$ cat src/rtl/i2c_arbitro.sv
// i2c_arbitro: round-robin arbiter that shares one I2C command generator
// among N_REQ requesters. It latches the winner's command, holds start_stb
// until the generator reports busy, waits for completion (or a timeout) and
// returns a one-cycle done pulse to the granted requester.
module i2c_arbitro #(
  parameter int N_REQ   = 4,
  parameter int TIMEOUT = 255
) (
  input  logic                  clk,
  input  logic                  reset,
  input  logic [N_REQ-1:0]      req,
  input  logic [N_REQ-1:0]      req_rnw,
  input  logic [7*N_REQ-1:0]    req_addr,
  input  logic [16*N_REQ-1:0]   req_wr_data,
  output logic [N_REQ-1:0]      gnt,
  output logic [N_REQ-1:0]      done,
  output logic                  timeout_err,
  output logic [15:0]           rd_data_out,
  output logic                  start_stb,
  output logic                  rnw,
  output logic [6:0]            i2c_addr1,
  output logic [15:0]           wr_data,
  input  logic [15:0]           rd_data,
  input  logic                  gen_busy
);

  localparam int            IW       = (N_REQ > 1) ? $clog2(N_REQ) : 1;
  localparam logic [7:0]    TO_LIMIT = 8'(TIMEOUT);
  localparam logic [IW-1:0] PTR_INIT = IW'(N_REQ - 1);

  typedef enum logic [1:0] {
    IDLE      = 2'd0,
    LAUNCH    = 2'd1,
    WAIT_DONE = 2'd2,
    RELEASE   = 2'd3
  } state_t;

  state_t             state_r;
  logic [7:0]         cnt_r;
  logic [IW-1:0]      ptr_r;
  logic [IW-1:0]      idx_r;

  logic               pick_valid_s;
  logic [IW-1:0]      pick_idx_s;
  logic [N_REQ-1:0]   onehot_s;
  logic [N_REQ-1:0]   rnw_sh_s;
  logic [7*N_REQ-1:0] addr_sh_s;
  logic [16*N_REQ-1:0] wdat_sh_s;

  // Round-robin search starting at p+1. The loop runs from the farthest
  // candidate down to the nearest so the nearest asserted request wins.
  // A request bit that is X compares as not-equal to 1 and is skipped.
  function automatic logic [IW:0] rr_pick(input logic [N_REQ-1:0] r,
                                          input logic [IW-1:0]    p);
    logic [N_REQ-1:0] sh;
    logic [IW:0]      res;
    int               c;
    res = '0;
    for (int k = N_REQ; k >= 1; k--) begin
      c  = (int'(p) + k) % N_REQ;
      sh = r >> c;
      if (sh[0] == 1'b1) begin
        res = {1'b1, c[IW-1:0]};
      end else begin
        res = res;
      end
    end
    return res;
  endfunction

  // Winner selection and extraction of the winner's command fields.
  always_comb begin
    {pick_valid_s, pick_idx_s} = rr_pick(req, ptr_r);
    onehot_s  = N_REQ'(1) << pick_idx_s;
    rnw_sh_s  = req_rnw >> pick_idx_s;
    addr_sh_s = req_addr >> (7 * int'(pick_idx_s));
    wdat_sh_s = req_wr_data >> (16 * int'(pick_idx_s));
  end

  // Arbitration FSM with all outputs registered.
  always_ff @(posedge clk) begin
    if (reset) begin
      state_r     <= IDLE;
      cnt_r       <= 8'd0;
      ptr_r       <= PTR_INIT;
      idx_r       <= '0;
      gnt         <= '0;
      done        <= '0;
      timeout_err <= 1'b0;
      rd_data_out <= 16'd0;
      start_stb   <= 1'b0;
      rnw         <= 1'b0;
      i2c_addr1   <= 7'd0;
      wr_data     <= 16'd0;
    end else begin
      done        <= '0;
      timeout_err <= 1'b0;
      case (state_r)
        IDLE: begin
          if (pick_valid_s) begin
            gnt       <= onehot_s;
            idx_r     <= pick_idx_s;
            rnw       <= rnw_sh_s[0];
            i2c_addr1 <= addr_sh_s[6:0];
            wr_data   <= wdat_sh_s[15:0];
            start_stb <= 1'b1;
            cnt_r     <= 8'd0;
            state_r   <= LAUNCH;
          end else begin
            state_r   <= IDLE;
          end
        end
        LAUNCH: begin
          // Timeout has priority here: the strobe was never accepted.
          if (cnt_r == TO_LIMIT) begin
            done        <= gnt;
            timeout_err <= 1'b1;
            start_stb   <= 1'b0;
            state_r     <= RELEASE;
          end else if (gen_busy) begin
            start_stb   <= 1'b0;
            state_r     <= WAIT_DONE;
          end else begin
            state_r     <= LAUNCH;
          end
          if (cnt_r != 8'hFF) cnt_r <= cnt_r + 8'd1;
          else                cnt_r <= cnt_r;
        end
        WAIT_DONE: begin
          // Normal completion wins over a coincident timeout.
          if (!gen_busy) begin
            done <= gnt;
            if (rnw) rd_data_out <= rd_data;
            else     rd_data_out <= rd_data_out;
            state_r <= RELEASE;
          end else if (cnt_r == TO_LIMIT) begin
            done        <= gnt;
            timeout_err <= 1'b1;
            start_stb   <= 1'b0;
            state_r     <= RELEASE;
          end else begin
            state_r     <= WAIT_DONE;
          end
          if (cnt_r != 8'hFF) cnt_r <= cnt_r + 8'd1;
          else                cnt_r <= cnt_r;
        end
        RELEASE: begin
          gnt     <= '0;
          ptr_r   <= idx_r;
          state_r <= IDLE;
        end
        default: begin
          gnt       <= '0;
          start_stb <= 1'b0;
          state_r   <= IDLE;
        end
      endcase
    end
  end

endmodule

$ cat config.mk
export PLATFORM = sky130hd
export DESIGN_NAME = i2c_arbitro
export DESIGN_NICKNAME = d
export VERILOG_FILES = /design/src/rtl/i2c_arbitro.sv
export SDC_FILE = /design/constraint.sdc
export NUM_CORES = 1
export LEC_CHECK = 0
export BUFFER_PORTS_ARGS = -buffer_cell sky130_fd_sc_hd__buf_2
export CAP_MARGIN = 10
export CORE_MARGIN = 10
export CORE_UTILIZATION = 50
export CTS_CLUSTER_DIAMETER = 80
export DETAILED_ROUTE_END_ITERATION = 6
export PLACE_DENSITY_LB_ADDON = 0.08
export SETUP_SLACK_MARGIN = 0.4
export SYNTH_ARGS = -nofsm -noshare
export SYNTH_HDL_FRONTEND = slang
export SYNTH_SLANG_ARGS = --single-unit
$ cat constraint.sdc
create_clock -name clk -period 5.22 [get_ports clk]
set_input_delay 1.044 -clock clk [delete_from_list [all_inputs] [get_ports clk]]
set_output_delay 1.044 -clock clk [all_outputs]
set_load 0.01 [all_outputs]
==> impl_metrics.json <==
{
  "antenna_found_initial": 0,
  "syn_to_final_growth_pct": 29.7,
  "worst_slew_pin_slew_ns": 1.11,
  "die_w_um": 104,
  "core_um2": 6790,
  "syn-cell-area_um2": 3500,
  "avgSynthCellArea_um2": 8.16,
  "die_height_um": 104,
  "wl_met3_um": 949,
  "io_pins": 169,
  "synthFlopType": "dfxtp_1",
  "multi_input_area_um2": 2030,
  "drv_cap": 0,
  "dr.pass1.iters": 6,
  "setup_viol": 0,
  "criticalPathCategory": "in2reg",
  "hpwl_mm": 8.22,
  "p_leak_nw": 2.10,
  "synth_edf_count": 0,
  "cts_hold_buf": 0,
  "cts.sinks": 64,
  "synth_nets": 554,
  "cts_tree": "built",
  "timing.final.crit_share_pct": 55.5,
  "vias_per_cell": 5.25,
  "synth.ff_latch_count": 64,
  "drive_gt1_share_pct": 34.7,
  "clock_skew_ns": 0.00767,
  "min_from": "rd_data_out[7]$_SDFFE_PP0P_",
  "cts_setup_buffers": 0,
  "relSlewSlack_pct": 26.2,
  "synthArstFlopShare_pct": 0,
  "detail-route-antenna-nets": 0,
  "worstPathMaxFanout": 27,
  "fmaxAchievable_mhz": 345,
  "fin_hold_ws_ns": 0.450,
  "start_util_pct": 51.5,
  "yosys_warnings": 0,
  "track_usage_pct": 19.6,
  "antenna_cells": 0,
  "hold_violations": 0,
  "final.setup.tns_ns": 0,
  "clockBufferDepth": 2,
  "nNetsFinal": 705,
  "vias": 3578,
  "final_max_slew_viol_count": 0,
  "cp.required_ns": 5.49,
  "grt_first_pass_wirelength_mm": 17.7,
  "cp-start-kind": "primary input",
  "grt_max_degree": 46,
  "portBuffers": 168,
  "synthDistinctLibCells": 49,
  "routed_wl_mm": 10.9,
  "ctsHtreeMaxLevel": 3,
  "arrival_ns": 3.17,
  "drt-initial-drc-count": 242,
  "cts_root_buffer": "clkbuf_8",
  "power_mw": 1.32,
  "ctsResizeCount": 0,
  "die_area_um2": 10800,
  "drcViolationCount": 0,
  "hold_class": "reg2reg",
  "power_density_nw_per_um2": 291,
  "worstReg2RegStart": "state_r[0]$_SDFF_PP0_",
  "finalWeightedCongestion": 0.775,
  "worstSkewPairLatency_ns": 0.34,
  "cts_made_buffers": 9,
  "syn-instance-count": 429,
  "outcome": "completed",
  "row_count": 30,
  "grt_setup_unrepaired": "no",
  "ys_seq_area_share_pct": 36.6,
  "wl_met2_mm": 5.04,
  "cp-end-kind": "flop",
  "wl_per_cell_um": 16.0,
  "grt-ovfl-total": 0,
  "grt_pass1_vias": 3710,
  "crit_start": "req[0]",
  "irDropWorstVdd_uv": 153,
  "fin_crit_ns": 2.89,
  "regArea_um2": 1280,
  "top_layer_used": "met4",
  "met1Wirelength_mm": 4.71,
  "cts.reportedPaths.clkPinSlew_ns": 0.07,
  "fill_cells": 598
}
[final cells by class]
class | instances | share of cell area [%]
inverter | 8 | 0.661
multi-input combinational | 328 | 44.8
timing repair buffer | 169 | 18.7
sequential | 64 | 28.2
clock inverter | 6 | 1.98
clock buffer | 10 | 3.03
tap | 96 | 2.65
[layout by cell type, fill, tap and decap left out, drive strengths merged, types with 3 or more instances in the layout]
cell type / synthesis / routed
xnor2: 3 / 3
nor3: 4 / 4
a21o: 9 / 9
clkbuf: 10 / 10
nor2: 50 / 50
o31ai: 9 / 9
and2: 8 / 8
xor2: 3 / 3
a21oi: 38 / 38
o21ai: 32 / 32
and4: 3 / 3
buf: 19 / 169
nand2: 72 / 72
inv: 8 / 10
a221o: 15 / 15
ha: 6 / 6
nand2b: 4 / 4
and3: 4 / 4
mux2i: 30 / 30
dfxtp: 64 / 64
a21bo: 9 / 9
nor2b: 4 / 4
[report_power, final]
group	internal, mW	switching, mW	total (mW)
logic	0.130	0.160	0.290
clock network	0.284	0.201	0.485
registers	0.525	0.0223	0.547
total	0.939	0.383	1.32
[worst paths after layout]
check                           cells after the start                     endpoint  slack [ns]
worst min-delay path                                2  rd_data_out[7]$_SDFFE_PP0P_        0.45
worst max register to register                      5      wr_data[3]$_SDFFE_PP0P_        2.84
worst max-delay path                                5        cnt_r[5]$_SDFFE_PP0P_        2.33
worst min register to register                      2  rd_data_out[7]$_SDFFE_PP0P_        0.45
[cell families (layout without fill, tap and decap cells)]
kind of cell | count (synthesis) | in the layout | share of synthesized area, %
AND/OR/NAND/NOR | 157 | 157 | 19.7
AO/OA/AOI/OAI | 128 | 128 | 25.8
flip-flops | 64 | 64 | 36.6
buffers and inverters | 37 | 193 | 5.36
multiplexers | 31 | 31 | 8.90
adder cells (fa/ha/maj) | 6 | 6 | 2.14
XOR/XNOR | 6 | 6 | 1.50
[registers in the layout, summed over array words and instances (netlist names), named ones only]
| signal | flops |
|---|---|
| timeout_err | 1 |
| rnw | 1 |
| idx_r | 2 |
| state_r | 1 |
| cnt_r | 8 |
| gnt | 4 |
| i2c_addr1 | 7 |
| wr_data | 16 |
| rd_data_out | 16 |
| start_stb | 1 |
| done | 4 |
| ptr_r | 2 |
[routing by layer]
layer / global-route usage, % / up-vias
met5: 0 / -
met4: 6.76 / 0
met3: 7.99 / 13
met2: 32.2 / 158
met1: 22.6 / 1596
li1: - / 1811
[worst max-delay path, cell delays in order]
cell	delay (ns)
buf_2	0.19
nor4_2	0.53
nand2b_1	0.90
o21ai_1	0.32
nor2_1	0.18
[cell usage after synthesis, types with 2 or more instances]
cell type | instances | area [um2]
a21bo_2 | 9 | 90.1
a21o_1 | 9 | 67.6
a21oi_1 | 38 | 190
a221o_1 | 15 | 150
a22oi_1 | 2 | 15.0
and2_1 | 8 | 50.1
and3_1 | 4 | 25.0
and4_1 | 3 | 26.3
buf_1 | 3 | 11.3
buf_2 | 9 | 45.0
buf_4 | 4 | 30.0
buf_6 | 3 | 33.8
clkbuf_1 | 10 | 37.5
dfxtp_1 | 64 | 1280
ha_1 | 6 | 75.1
inv_1 | 7 | 26.3
mux2i_1 | 30 | 300
nand2_1 | 72 | 270
nand2b_1 | 4 | 25.0
nand3_1 | 2 | 10.0
nor2_1 | 50 | 188
nor2b_1 | 4 | 25.0
nor3_1 | 4 | 20.0
o211ai_1 | 2 | 15.0
o21ai_0 | 9 | 45.0
o21ai_1 | 23 | 115
o31ai_1 | 9 | 67.6
xnor2_1 | 3 | 26.3
xor2_1 | 3 | 26.3
[through the flow]
stage,cells,util [%],setup slack (ns),area (um2)
after floorplan,429,-,2.80,3500
after global placement,665,63.5,2.04,4310
after detailed placement,665,63.5,2.01,4310
after CTS,681,66.8,2.33,4540
after global routing,681,66.8,2.10,4540
final,681,66.8,2.33,4540
(Power assumes the default switching activity.)
